--- src/rtl/eq_cmp_arbiter_pkg.sv ---
// Shared definitions for the round-robin equality-compare arbiter.
package eq_cmp_arbiter_pkg;

    typedef enum logic {
        IDLE = 1'b0,
        RESP = 1'b1
    } state_e;

    localparam int EQ_COUNT_MAX  = 255;
    localparam int DEFAULT_N_REQ = 4;
    localparam int DEFAULT_W     = 4;

endpackage

--- src/rtl/eq_cmp_arbiter_cmp.sv ---
// Shared equality comparator; the only compare logic in the arbiter.
module equality_comparator_4bit #(
    parameter int W = 4
) (
    input  logic [W-1:0] A,
    input  logic [W-1:0] B,
    output logic         equal
);

    assign equal = (A == B);

endmodule

--- src/rtl/eq_cmp_arbiter.sv ---
// N_REQ requesters share one equality comparator through a round-robin grant;
// one registered result is offered per cycle on a valid/ready response port.
module eq_cmp_arbiter
    import eq_cmp_arbiter_pkg::*;
#(
    parameter int N_REQ = DEFAULT_N_REQ,
    parameter int W     = DEFAULT_W
) (
    input  logic                     clk,
    input  logic                     rst_n,
    input  logic [N_REQ-1:0]         req_valid,
    input  logic [N_REQ*W-1:0]       req_a,
    input  logic [N_REQ*W-1:0]       req_b,
    output logic [N_REQ-1:0]         req_ready,
    output logic                     rsp_valid,
    input  logic                     rsp_ready,
    output logic [$clog2(N_REQ)-1:0] rsp_id,
    output logic                     rsp_equal,
    output logic [7:0]               eq_count,
    output state_e                   dbg_state
);

    // Handshakes: a transfer happens on a rising edge where valid and ready are
    // both high; valid and payload are held by the source until that edge.

    localparam int IDW = $clog2(N_REQ);
    localparam logic [IDW-1:0] LAST_IDX = IDW'(N_REQ - 1);

    state_e         state_q, state_d;
    logic [IDW-1:0] ptr_q, ptr_d;
    logic [IDW-1:0] id_q, id_d;
    logic [W-1:0]   a_q, a_d;
    logic [W-1:0]   b_q, b_d;
    logic [7:0]     eq_count_q, eq_count_d;

    logic           sel_found;
    logic [IDW-1:0] sel_idx;
    logic [W-1:0]   sel_a;
    logic [W-1:0]   sel_b;
    logic           accept;
    logic           cmp_equal;
    logic           deliver;
    int             j;

    // First valid requester at or above ptr, wrapping around.
    always_comb begin
        sel_found = 1'b0;
        sel_idx   = '0;
        sel_a     = '0;
        sel_b     = '0;
        j         = 0;
        for (int k = 0; k < N_REQ; k++) begin
            j = int'(ptr_q) + k;
            if (j >= N_REQ) begin
                j = j - N_REQ;
            end
            if (!sel_found && req_valid[j]) begin
                sel_found = 1'b1;
                sel_idx   = IDW'(j);
                sel_a     = req_a[j*W +: W];
                sel_b     = req_b[j*W +: W];
            end
        end
    end

    assign accept = sel_found && ((state_q == IDLE) || rsp_ready);

    always_comb begin
        req_ready = '0;
        for (int i = 0; i < N_REQ; i++) begin
            if (accept && (sel_idx == IDW'(i))) begin
                req_ready[i] = 1'b1;
            end
        end
    end

    equality_comparator_4bit #(
        .W (W)
    ) u_cmp (
        .A     (a_q),
        .B     (b_q),
        .equal (cmp_equal)
    );

    // Operand registers reset to zero, which compare equal; gate with valid.
    assign rsp_valid = (state_q == RESP);
    assign rsp_equal = rsp_valid && cmp_equal;
    assign rsp_id    = id_q;
    assign eq_count  = eq_count_q;
    assign dbg_state = state_q;
    assign deliver   = rsp_valid && rsp_ready && rsp_equal;

    always_comb begin
        state_d    = state_q;
        ptr_d      = ptr_q;
        id_d       = id_q;
        a_d        = a_q;
        b_d        = b_q;
        eq_count_d = eq_count_q;
        if (accept) begin
            state_d = RESP;
            id_d    = sel_idx;
            a_d     = sel_a;
            b_d     = sel_b;
            ptr_d   = (sel_idx == LAST_IDX) ? '0 : sel_idx + 1'b1;
        end else if ((state_q == RESP) && rsp_ready) begin
            state_d = IDLE;
        end
        if (deliver && (eq_count_q != 8'(EQ_COUNT_MAX))) begin
            eq_count_d = eq_count_q + 8'd1;
        end
    end

    always_ff @(posedge clk or negedge rst_n) begin
        if (!rst_n) begin
            state_q    <= IDLE;
            ptr_q      <= '0;
            id_q       <= '0;
            a_q        <= '0;
            b_q        <= '0;
            eq_count_q <= '0;
        end else begin
            state_q    <= state_d;
            ptr_q      <= ptr_d;
            id_q       <= id_d;
            a_q        <= a_d;
            b_q        <= b_d;
            eq_count_q <= eq_count_d;
        end
    end

endmodule

--- config.mk ---
export PLATFORM = sky130hd
export DESIGN_NAME = eq_cmp_arbiter
export DESIGN_NICKNAME = d
export VERILOG_FILES = /design/src/rtl/eq_cmp_arbiter_pkg.sv /design/src/rtl/eq_cmp_arbiter_cmp.sv /design/src/rtl/eq_cmp_arbiter.sv
export SDC_FILE = /design/constraint.sdc
export NUM_CORES = 1
export LEC_CHECK = 0
export CORE_MARGIN = 10
export CORE_UTILIZATION = 45
export CTS_BUF_LIST = sky130_fd_sc_hd__clkbuf_4 sky130_fd_sc_hd__clkbuf_8 sky130_fd_sc_hd__clkbuf_16
export DETAILED_ROUTE_END_ITERATION = 10
export PLACE_DENSITY = 0.69
export SETUP_SLACK_MARGIN = 0.2
export SYNTH_ARGS = -nofsm -noshare
export SYNTH_HDL_FRONTEND = slang
export SYNTH_SLANG_ARGS = --single-unit
--- constraint.sdc ---
create_clock -name clk -period 4.99 [get_ports clk]
set_clock_uncertainty 0.15 [all_clocks]
set_input_delay 0.998 -clock clk [delete_from_list [all_inputs] [get_ports clk]]
set_output_delay 0.998 -clock clk [all_outputs]
set_load 0.03 [all_outputs]
=== Word-level counts from Yosys, hierarchy flattened ===
Cells that the tools add are included.

* Register bits: 21
* Input port bits: 39
* Output and inout bits: 17

* Add/subtract/negate cells: 9
* Magnitude comparators: 8
* Eq/ne operators: 5
* Shifts and indexed selects: 8
* Mux-type cells: 39
* Bitwise operators: 1
* Reduce and logical (&&, ||, !) cells: 18

{| class="wikitable"
|+ Operators by type and width
! cell !! number
|-
| 16-bit by 32-bit indexed part select with 4-bit output || 8
|-
| 32-bit by 4-bit < comparator with 1-bit output, second input constant || 4
|-
| 32-bit 2-to-1 mux || 4
|-
| 4-bit 2-to-1 mux || 8
|-
| 1-bit 2-to-1 mux || 18
|-
| 1-bit logical AND || 12
|-
| 3-bit by 3-bit subtractor with 4-bit output, second input constant || 3
|-
| 2-bit 2-to-1 mux || 5
|-
| 3-bit >= comparator, second input constant || 3
|-
| 8-bit by 1-bit adder with 8-bit output, second input constant || 1
|-
| 1-bit binary-select mux with 2-bit select || 4
|-
| 8-bit != test, second input constant || 1
|-
| 2-bit by 2-bit adder with 3-bit output, second input constant || 2
|-
| 2-bit equality test, second input constant || 2
|-
| 4-bit equality test || 1
|-
| 2-bit by 3-bit subtractor with 4-bit output, second input constant || 1
|-
| 2-bit by 1-bit adder with 3-bit output, second input constant || 1
|-
| 2-bit by 3-bit >= comparator with 1-bit output, second input constant || 1
|-
| 1-bit zero test || 3
|-
| 2-bit by 1-bit adder with 2-bit output, second input constant || 1
|-
| 2-bit by 1-bit equality test with 1-bit output, second input constant || 1
|-
| 2-bit zero test || 1
|-
| 2-bit nonzero test || 1
|-
| 1-bit logical OR || 1
|-
| 1-bit inverter || 1
|}

=== Logic depth before layout (Yosys ltp) ===
* Depth after elaboration: 18
* Gate-level depth with buffers: 13
* Mapped depth without buffers: 8

=== By module ===
From an unflattened synthesis, not the netlist that was laid out.

* Cell total of the unflattened synthesis: 257
* Area, all modules: 2,585.0 um2

{| class="wikitable"
|+ Modules (own cells, without submodules)
! module !! times used !! cells an instance !! area each (um2) !! seq. area each (um2)
|-
| eq_cmp_arbiter || 1 || 252 || 2,537.4 || 525.5
|-
| equality_comparator_4bit || 1 || 5 || 47.5 || 0.0
|}

=== Least setup slack after synthesis ===
OpenSTA, ideal clock, no wires.

* Kind: register to output
* From: register ptr_q[1]
* To: output req_ready[1]
* Arrival: 2.829 ns
* Required time: 3.842 ns
* Setup slack: 1.013 ns
* Stages on the path, launching flop included: 13
* Path buffers: 4
* Cells stage by stage: dfrtp_1 > buf_4 > clkinv_1 > clkbuf_1 > ha_1 > buf_4 > mux4_2 > buf_6 > clkinv_2 > a21oi_4 > o22ai_2 > nand2_2 > nor2_1

* Word-level cells in the longest chain between the ends: 18

{| class="wikitable"
|+ Ends and longest elaborated chain
! what !! RTL line !! source
|-
| start: declaration || eq_cmp_arbiter.sv:30 || <nowiki>logic [IDW-1:0] ptr_q, ptr_d;</nowiki>
|-
| start signal: assignment || eq_cmp_arbiter.sv:124 || <nowiki>ptr_q <= ptr_d;</nowiki>
|-
| parallel branches: the longest is 16 deep, another holds 3-bit by 3-bit subtractor with 4-bit output || -- ||
|-
| 1-bit logical AND * || eq_cmp_arbiter.sv:71 || <nowiki>if (accept && (sel_idx == IDW'(i))) begin</nowiki>
|-
| 1-bit 2-to-1 mux * || eq_cmp_arbiter.sv:71 ||
|-
| end: declaration || eq_cmp_arbiter.sv:14 || <nowiki>output logic [N_REQ-1:0] req_ready,</nowiki>
|}

Every way passes the cells marked *. The select of a mux whose other input is x is not followed.

=== Worst setup path after layout ===
* From: input req_valid[2]
* To: output req_ready[3]

* Word-level cells in the longest chain between the ends: 16

{| class="wikitable"
|+ Ends and longest elaborated chain
! what !! RTL line !! source
|-
| start: declaration || eq_cmp_arbiter.sv:11 || <nowiki>input logic [N_REQ-1:0] req_valid,</nowiki>
|-
| 1-bit binary-select mux with 2-bit select || eq_cmp_arbiter.sv:57 || <nowiki>if (!sel_found && req_valid[j]) begin</nowiki>
|-
| 1-bit 2-to-1 mux (implied by the code) (2 in a row) || eq_cmp_arbiter.sv:57 ||
|-
| 1-bit 2-to-1 mux || eq_cmp_arbiter.sv:57 ||
|-
| 1-bit zero test || eq_cmp_arbiter.sv:57 ||
|-
| 1-bit logical AND || eq_cmp_arbiter.sv:57 ||
|-
| 1-bit 2-to-1 mux || eq_cmp_arbiter.sv:57 ||
|-
| 1-bit zero test || eq_cmp_arbiter.sv:57 ||
|-
| 1-bit logical AND || eq_cmp_arbiter.sv:57 ||
|-
| 1-bit 2-to-1 mux || eq_cmp_arbiter.sv:57 ||
|-
| 1-bit zero test || eq_cmp_arbiter.sv:57 ||
|-
| 1-bit logical AND || eq_cmp_arbiter.sv:57 ||
|-
| 2-bit 2-to-1 mux or 1-bit 2-to-1 mux (tied branches) || eq_cmp_arbiter.sv:57 ||
|-
| 2-bit equality test or 1-bit logical AND (tied branches) || eq_cmp_arbiter.sv:71, eq_cmp_arbiter.sv:66 ||
|-
| 1-bit logical AND * || eq_cmp_arbiter.sv:71 ||
|-
| 1-bit 2-to-1 mux * || eq_cmp_arbiter.sv:71 ||
|}

Every way passes the cells marked *; elsewhere a longest branch is shown, timed or not. The select of a mux whose other input is x is not followed.

==> run summary <==
The number of distinct library cells after synthesis came out at 53. The number of buffers between clock root and the deepest sink is 2. After synthesis, the largest family of logic cells by area is multiplexers. The number of buffers inserted by hold repair at cts came out at 0. The standard-cell row count came out at 27. During I/O placement, the number of pins put on the boundary was 56. The actual slew at the worst max-slew pin is roughly 0.88 ns. The proportion of power drawn by flip-flops and latches is approximately 16%. The highest fanout seen on the critical path is 11. The max-slew violation total from the final report is 0. The post-route met1 wirelength is between 2 and 3 mm. The global placer's final weighted congestion came out at between 0.8 and 0.9. Setup slack closes at between 0.4 and 0.5 ns.

In this run the worst hold path is classified as register to register. The number of I/O port buffers is 55. The share of synthesized area occupied by flip-flops and latches came out at between 20% and 30%. The TritonCTS clock tree is done. Counting instances in the post-synthesis netlist gives the leading cell types as sky130_fd_sc_hd__mux4_2, sky130_fd_sc_hd__nand2_1, sky130_fd_sc_hd__dfrtp_1. Summing the areas of all xor and xnor instances in the mapped netlist gives roughly 2.7% of the synthesized area. The depth of the worst register-to-register path is 7. The tightest slew margin relative to the limit is 41.1%. The number of flip-flops and latches in the synthesized netlist is 21. Combinational logic burns 78.7% of the power. The height of the die came out at 96.1 um. Clock tree synthesis selected as its root buffer the cell sky130_fd_sc_hd__clkbuf_8. The net switching power figure came out at 0.953 mW. The via count is 2167.

By area the synthesized netlist is led by sky130_fd_sc_hd__mux4_2, sky130_fd_sc_hd__dfrtp_1, sky130_fd_sc_hd__mux2i_1. At the end of the flow, the number of nets in the layout was roughly 340. The number of cells in the finished layout apart from fillers came out at 370.

The time the final worst path needs with I/O delays and setup is roughly 4.5 ns. The simple-gate portion of the synthesized area is roughly 16%. Setup repair after global routing left no endpoint under its margin. For this design, the sink count on the clock tree is 21. After synthesis, the share of flip-flops with an asynchronous set or reset is 100%.

The maximum number of pins on one net before global-route repair is 39. The Yosys step of the flow raised 0 warnings. STA classifies the critical path startpoint as an input port. The depth of the CTS H-tree came out at 1. The first global-routing pass estimated approximately 11 mm of wire. The final clock period utilization by the worst path is around 90%. The cell depth of the worst min-delay path came out at 1. Timing analysis after detailed placement gives a worst setup slack of approximately 0.51 ns. The antenna diode count came out at 0. The leakage power of the design came out at between 1 and 1.5 nW. The post-route setup TNS is 0 ns. The floorplan step defined a die boundary enclosing 9240 um^2. The total congestion overflow after global routing is 0. Once detail routing completed, the nets flagged for antenna violations numbered 0. The final number of setup-violating endpoints is 0. The switching part of the total is 48.1%. The initial utilization of the core area, before any placement, comes to a little under half. The number of gates resized after CTS was 0. Detailed routing placed a total of approximately 360 um of wire on met3. The placed instance area came out at a little over 3000 um^2.

Summed over all instances, the cell type with the most area after synthesis is sky130_fd_sc_hd__mux4_2. The via density per instance came out at about 5.9. The post-synthesis compound-gate area fraction is a little under a fifth. The number of antenna violations at the first check in global routing came to 0. The routed wire length came out at between 6 and 7 mm.

The relative contribution of the clock network to total power came out at 5.7%. The required time of the critical path came out at 3.84 ns. In the final layout, the share of cells above drive strength 1 is between 20% and 30%. The post-route cell area is between 3000 and 4000 um^2. The data arrival time of the worst path came out at 3.34 ns. The area growth from synthesis to layout is 20.2%. The post-synthesis average cell area came out at between 10 and 15 um^2. The multiplexer share of the synthesized area is 31.9%.

The number of enable-type register cells in the synthesized netlist came out at 0. The horizontal die dimension came out at around 96 um. After Yosys synthesis, full adders, half adders and majority gates account for between 1.5 and 2% of the synthesized area. The number of detailed-routing iterations run before antenna repair is 4. The area fraction of the dominant cell type after synthesis came out at 23.3%.

The cell-internal power came out at about 1 mW. The share of the core filled with cells is between 50% and 60%. The buffer count from post-CTS setup fixing came out at 0.

Synthesis produced a netlist with a net count of approximately 300. The detailed placer's ending HPWL is around 5 mm. The count of final hold-check violations came out at 0. The number of clock buffers added by TritonCTS is 3. The instance count of the mapped netlist is 258.

Derived from the worst setup path, the maximum achievable clock frequency is roughly 220 MHz. Routed signal wires occupy layers up through met4. The total routing usage reported by global routing is 13.7%. The clock transition at the register clock pins on the worst setup and hold paths after CTS is roughly 0.070 ns. The placed instance count is ~370.

The total DRC errors in the routed layout is 0. The post-detailed-route wirelength per cell is about 17 um. The flow ran to the end, and the final reports show no timing, DRC or antenna violations. The prevailing post-synth register cell is sky130_fd_sc_hd__dfrtp_1. The worst setup path is captured at an output port. The worst setup path is of the input port to output port kind. The synthesized netlist occupies a cell area of roughly 2600 um^2. The max capacitance violation total came out at 0. The routed wire length on met2 came out at 3.02 mm. The core footprint came out at between 5000 and 6000 um^2.

IR analysis of the VDD net gives a maximum drop of between 0.2 and 0.3 mV. The DRC violation total after the first TritonRoute iteration came out at 97. Dividing total power by cell area gives a power density of approximately 630 nW/um^2. Among all cell types in the netlist, the one instantiated most often is sky130_fd_sc_hd__mux4_2. The clock latency of the later-clocked register in the worst-skew pair came out at roughly 0.26 ns. The number of global-route vias before repair came to roughly 2.2k.
-- cell usage in the layout (no fill, tap or decap), drive strengths merged, types with 9 or more instances in the layout --
master,count
nor2,19
mux2,9
o22ai,11
mux2i,12
mux4,27
dfrtp,21
o21ai,17
a21oi,19
clkdlybuf4s50,51
buf,9
nand2,25
-- metrics by stage --
stage,power [mW],hold slack (ns)
3_5_place_dp,1.88,0.333
4_1_cts,1.99,0.349
2_1_floorplan,1.64,0.369
5_1_grt,2.15,0.372
6_report,1.98,0.342
3_3_place_gp,1.86,0.339
-- final cells by class --
| class | instances | area, um^2 |
|---|---|---|
| Fill cell | 510 | 2440 |
| Tap cell | 72 | 90.1 |
| Multi-Input combinational cell | 205 | 1860 |
| Clock buffer | 4 | 48.8 |
| Inverter | 8 | 31.3 |
| Timing Repair Buffer | 60 | 578 |
| Sequential cell | 21 | 527 |
-- sequential cells by signal, indices dropped and copies added, names as in the netlist --
| register | count |
|---|---|
| ptr_q | 2 |
| eq_count | 8 |
| rsp_id | 2 |
| b_q | 4 |
| dbg_state | 1 |
| a_q | 4 |
-- critical path, stage by stage --
cell and delay [ns]:
sky130_fd_sc_hd__clkdlybuf4s50_1 0.56, sky130_fd_sc_hd__mux4_2 0.72, sky130_fd_sc_hd__nor2b_4 0.41, sky130_fd_sc_hd__nor2_8 0.08, sky130_fd_sc_hd__o22ai_2 0.16, sky130_fd_sc_hd__nand2_2 0.10, sky130_fd_sc_hd__nor2_1 0.13, sky130_fd_sc_hd__buf_4 0.17
-- kinds of logic after synthesis --
| family | count (synthesis) |
|---|---|
| xor+xnor | 8 |
| flops | 21 |
| fa+ha+maj | 4 |
| compound gates | 70 |
| simple gates | 75 |
| buf+inv | 32 |
| mux | 48 |
-- per-layer routing --
| layer | up-vias | track usage [%] |
|---|---|---|
| li1 | 1058 | - |
| met1 | 1044 | 18.2 |
| met2 | 57 | 22.9 |
| met3 | 8 | 2.10 |
| met4 | 0 | 3.07 |
| met5 | - | 0 |
-- final timing paths --
kind / from / to / slack (ns)
max reg2reg: ptr_q[0] / a_q[1] / 1.94
max: req_valid[2] / req_ready[3] / 0.50
min: rsp_id[0] / rsp_id[0] / 0.34
min reg2reg: rsp_id[0] / rsp_id[0] / 0.34
max in group asynchronous: rst_n / ptr_q[0] / 3.00
min in group asynchronous: rst_n / eq_count[3] / 1.09
-- power by group through the flow --
stage               logic (mW)  clock network (mW)  registers [mW]
floorplan                 1.32                   0           0.323
global placement          1.55                   0           0.309
detailed placement        1.56                   0           0.313
CTS                       1.57               0.116           0.310
global route              1.70               0.122           0.322
finish                    1.56               0.113           0.308
Power figures use the tool's default switching activity.
==> RTL change 1, RTL diff (same settings) <==
Change the package constant `DEFAULT_N_REQ` from 4 to 2.
--- a/src/rtl/eq_cmp_arbiter_pkg.sv
+++ b/src/rtl/eq_cmp_arbiter_pkg.sv
@@ -7,7 +7,7 @@
     } state_e;
 
     localparam int EQ_COUNT_MAX  = 255;
-    localparam int DEFAULT_N_REQ = 4;
+    localparam int DEFAULT_N_REQ = 2;
     localparam int DEFAULT_W     = 4;
 
 endpackage
Interface: changed (5 resized); port bits go from 56 to 35. No check against the original RTL was run, so the function may have changed too.
==> RTL change 1 against the original RTL <==
  * Final area fell by 57%
  * Power fell by 78%
  * Setup slack improved by 0.42 ns
  * Sequential cell count fell by 2
  * Wire length fell by 65%
  * Critical path depth fell by 2
  * Via count fell by 63%
  * Area after synthesis fell by 64%
  * Largest cell class is now flip-flops and latches
==> RTL change 1: results (changes against the original RTL) <==
RR Endpoint=eq_count[1]; CP startpoint=req_valid[1]; Synth Net Count=112 (-63%); routability cong.=0.737 (-13%); R2R Path Start=eq_count[0]; Worst path slowest cell=clkdlybuf4s50_1; met1 WL=952 um (-66%); VDD IR max=0.169 mV (-37%); placed cell areas=1310 sq um (-58%); fill cell count=163 (-68%); First DRT Iteration DRCs=32 (-67%); crit-path max FO=18 (+7); crit path DAT=2.92 ns (-0.42 ns); R2R cell count=5 (-2); CP Capture Point=req_ready[0]; R2R setup slack=3.27 ns (+1.33 ns); Setup WS pre-CTS=0.912 ns (+0.399 ns); register area share after synthesis=0.500 (+0.299); M2 GR Usage=0.181 (-0.0475); layout cell share with drive strength beyond 1=0.0880 (-0.130); status=finished, final reports clean; GRT Overall Usage=0.113 (-0.0239); Placed Cells=148 (-60%); number of global-route vias before repair=893 (-59%); post-DP HPWL=1780 um (-65%); Leak Pwr=0.000546 uW (-54%); Cell variety after synth=25 (-53%); GR Util met3=0.0373 (+0.0163); clock-pin slew on the worst setup and hold paths=0.12 ns (+0.05 ns); DRT Wirelength=2210 um (-65%); Area contributors post-synth=dfrtp_1, a32oi_1, xnor2_1; Max transition margin=0.443 (+0.0327); clk root buf=clkbuf_4; Hold Path Origin=eq_count[6]
RTL change 1: power by group:
group / switching [uW] / internal [uW] / leakage, uW / total (uW)
clock network: 49.1 / 29.8 / 0.0000177 / 78.9
logic: 85.2 / 75.2 / 0.000295 / 160
registers: 21.7 / 178 / 0.000234 / 200
RTL change 1: kinds of logic after synthesis:
| family | share of synthesized area |
|---|---|
| AOI/OAI and AO/OA | 0.147 |
| and+or+nand+nor | 0.200 |
| buffers and inverters | 0.0224 |
| muxes | 0.0158 |
| DFF | 0.500 |
| adders and majority gates | 0.0132 |
| xor gates and xnor gates | 0.101 |
RTL change 1: layout make-up:
| class | instances | area, sq um | area share |
|---|---|---|---|
| Multi-Input combinational cell | 67 | 454 | 0.339 |
| Clock inverter | 1 | 5.00 | 0.00374 |
| Sequential cell | 19 | 475 | 0.355 |
| Timing Repair Buffer | 35 | 348 | 0.260 |
| Clock buffer | 3 | 22.5 | 0.0168 |
| Tap cell | 27 | 33.8 | 0.0252 |
==> RTL change 2, RTL diff (same settings) <==
Without the edit above. Make the reset (`rst_n`) synchronous in one clocked block.
--- a/src/rtl/eq_cmp_arbiter.sv
+++ b/src/rtl/eq_cmp_arbiter.sv
@@ -111,7 +111,7 @@
         end
     end
 
-    always_ff @(posedge clk or negedge rst_n) begin
+    always_ff @(posedge clk) begin
         if (!rst_n) begin
             state_q    <= IDLE;
             ptr_q      <= '0;
Formal check against the unedited RTL: differs if rst_n is asserted again (counterexample within 4 cycles, from zero or initial values and one cycle with rst_n low); with rst_n held inactive, the same outputs for 4 cycles.
==> RTL change 2 against the original RTL <==
  * Area after synthesis down 20%
  * Final area is 14% lower
  * Power is 33% lower
  * Count of clock-buffer cells in the layout is 1 lower
  * Sequential cell count did not move
  * Setup slack improved by 0.026 ns
  * Wire length down 13%
  * Critical path type unchanged
  * Largest power group unchanged
==> RTL change 2: results (changes against the original RTL) <==
multi-input gate count=201 (-2.0%); Sequential Area=422 sq um (-20%); GRT Overall Usage=0.136 (-0.000997); DR WL/cell=15.9 um (-5.9%); via count=1976 (-8.8%); Synth Net Count=288 (-4.3%); Post-synth ARST share=0 (-1.00); Post-synth top cells=o21ai_0, nor2_1, nand2_1; sequential cell area share=0.157 (-0.0107); Horiz. Die Dim=88.2 um (-8.2%); layout cell share with drive strength beyond 1=0.177 (-0.0410); routability cong.=0.814 (-3.8%); Final Cycle Share=0.895 (-0.00528); post-DP HPWL=4300 um (-14%); fraction of cell area in non-clock buffers=0.210 (+0.0256); VDD IR max=0.229 mV (-14%); Placed Cells=336 (-8.2%); Layout clock area frac=0.0173 (+0.00170); Area contributors post-synth=mux4_2, dfxtp_1, o21ai_0; Final #Nets=332 (-2.9%); Setup WS pre-CTS=0.545 ns (+0.0320 ns); Hold Path Origin=rsp_id[1]; CP startpoint=req_valid[3]; Min Hold Slack=0.321 ns (-0.0211 ns); Worst path slowest cell=nor2b_2; Non-clk invs=4 (-4); top_reg_cell synth=dfxtp_1; RR Endpoint=ptr_q[1]; largest net degree at the start of global routing=44 (+13%); status=finished, final reports clean; crit-path max FO=23 (+12); R2R Path Start=ptr_q[1]; first-pass GRT wire length=8850 um (-16%); hold endpoint=rsp_id[1]; CP max stage delay=0.60 ns (-0.12 ns); Crit path max-delay family=simple AND/OR/NAND/NOR gates; Worst Tran Pin Value=0.728 ns (-0.153 ns); cell count after synthesis=245 (-5.0%); fill cell count=404 (-21%); Leak Pwr=0.000928 uW (-21%); number of global-route vias before repair=1870 (-14%)
[RTL change 2: cell count changes after synthesis, sizes merged, moves of 10 or more]
cell and delta:
a21oi -11, dfxtp +21, buf -12, dfrtp -21, mux2i -10, o22ai -11, nor2 +11, o21ai +22
[RTL change 2: kinds of logic (layout without fill, tap and decap cells)]
kind of cell	count (synthesis)	after routing	share of synthesized area
buf+inv	23	66	0.0495
flops	21	21	0.201
compound gates	70	70	0.192
fa+ha+maj	4	4	0.0239
xor+xnor	8	8	0.0334
mux	38	38	0.310
simple gates	81	81	0.190
[RTL change 2: layer usage]
metal  GRT usage  vias to the layer above  part of all wire
li1            -                     1004                 -
met1       0.181                      913              0.48
met2       0.226                       57              0.46
met3      0.0193                        2             0.054
met4      0.0352                        0            0.0063
met5           0                        -                 0
[RTL change 2: report_power, final]
part | internal [uW] | switching, uW | total, uW
Sequential | 214 | 27.2 | 241
Clock | 55.6 | 55.0 | 111
Combinational | 443 | 527 | 970
Total | 712 | 609 | 1320
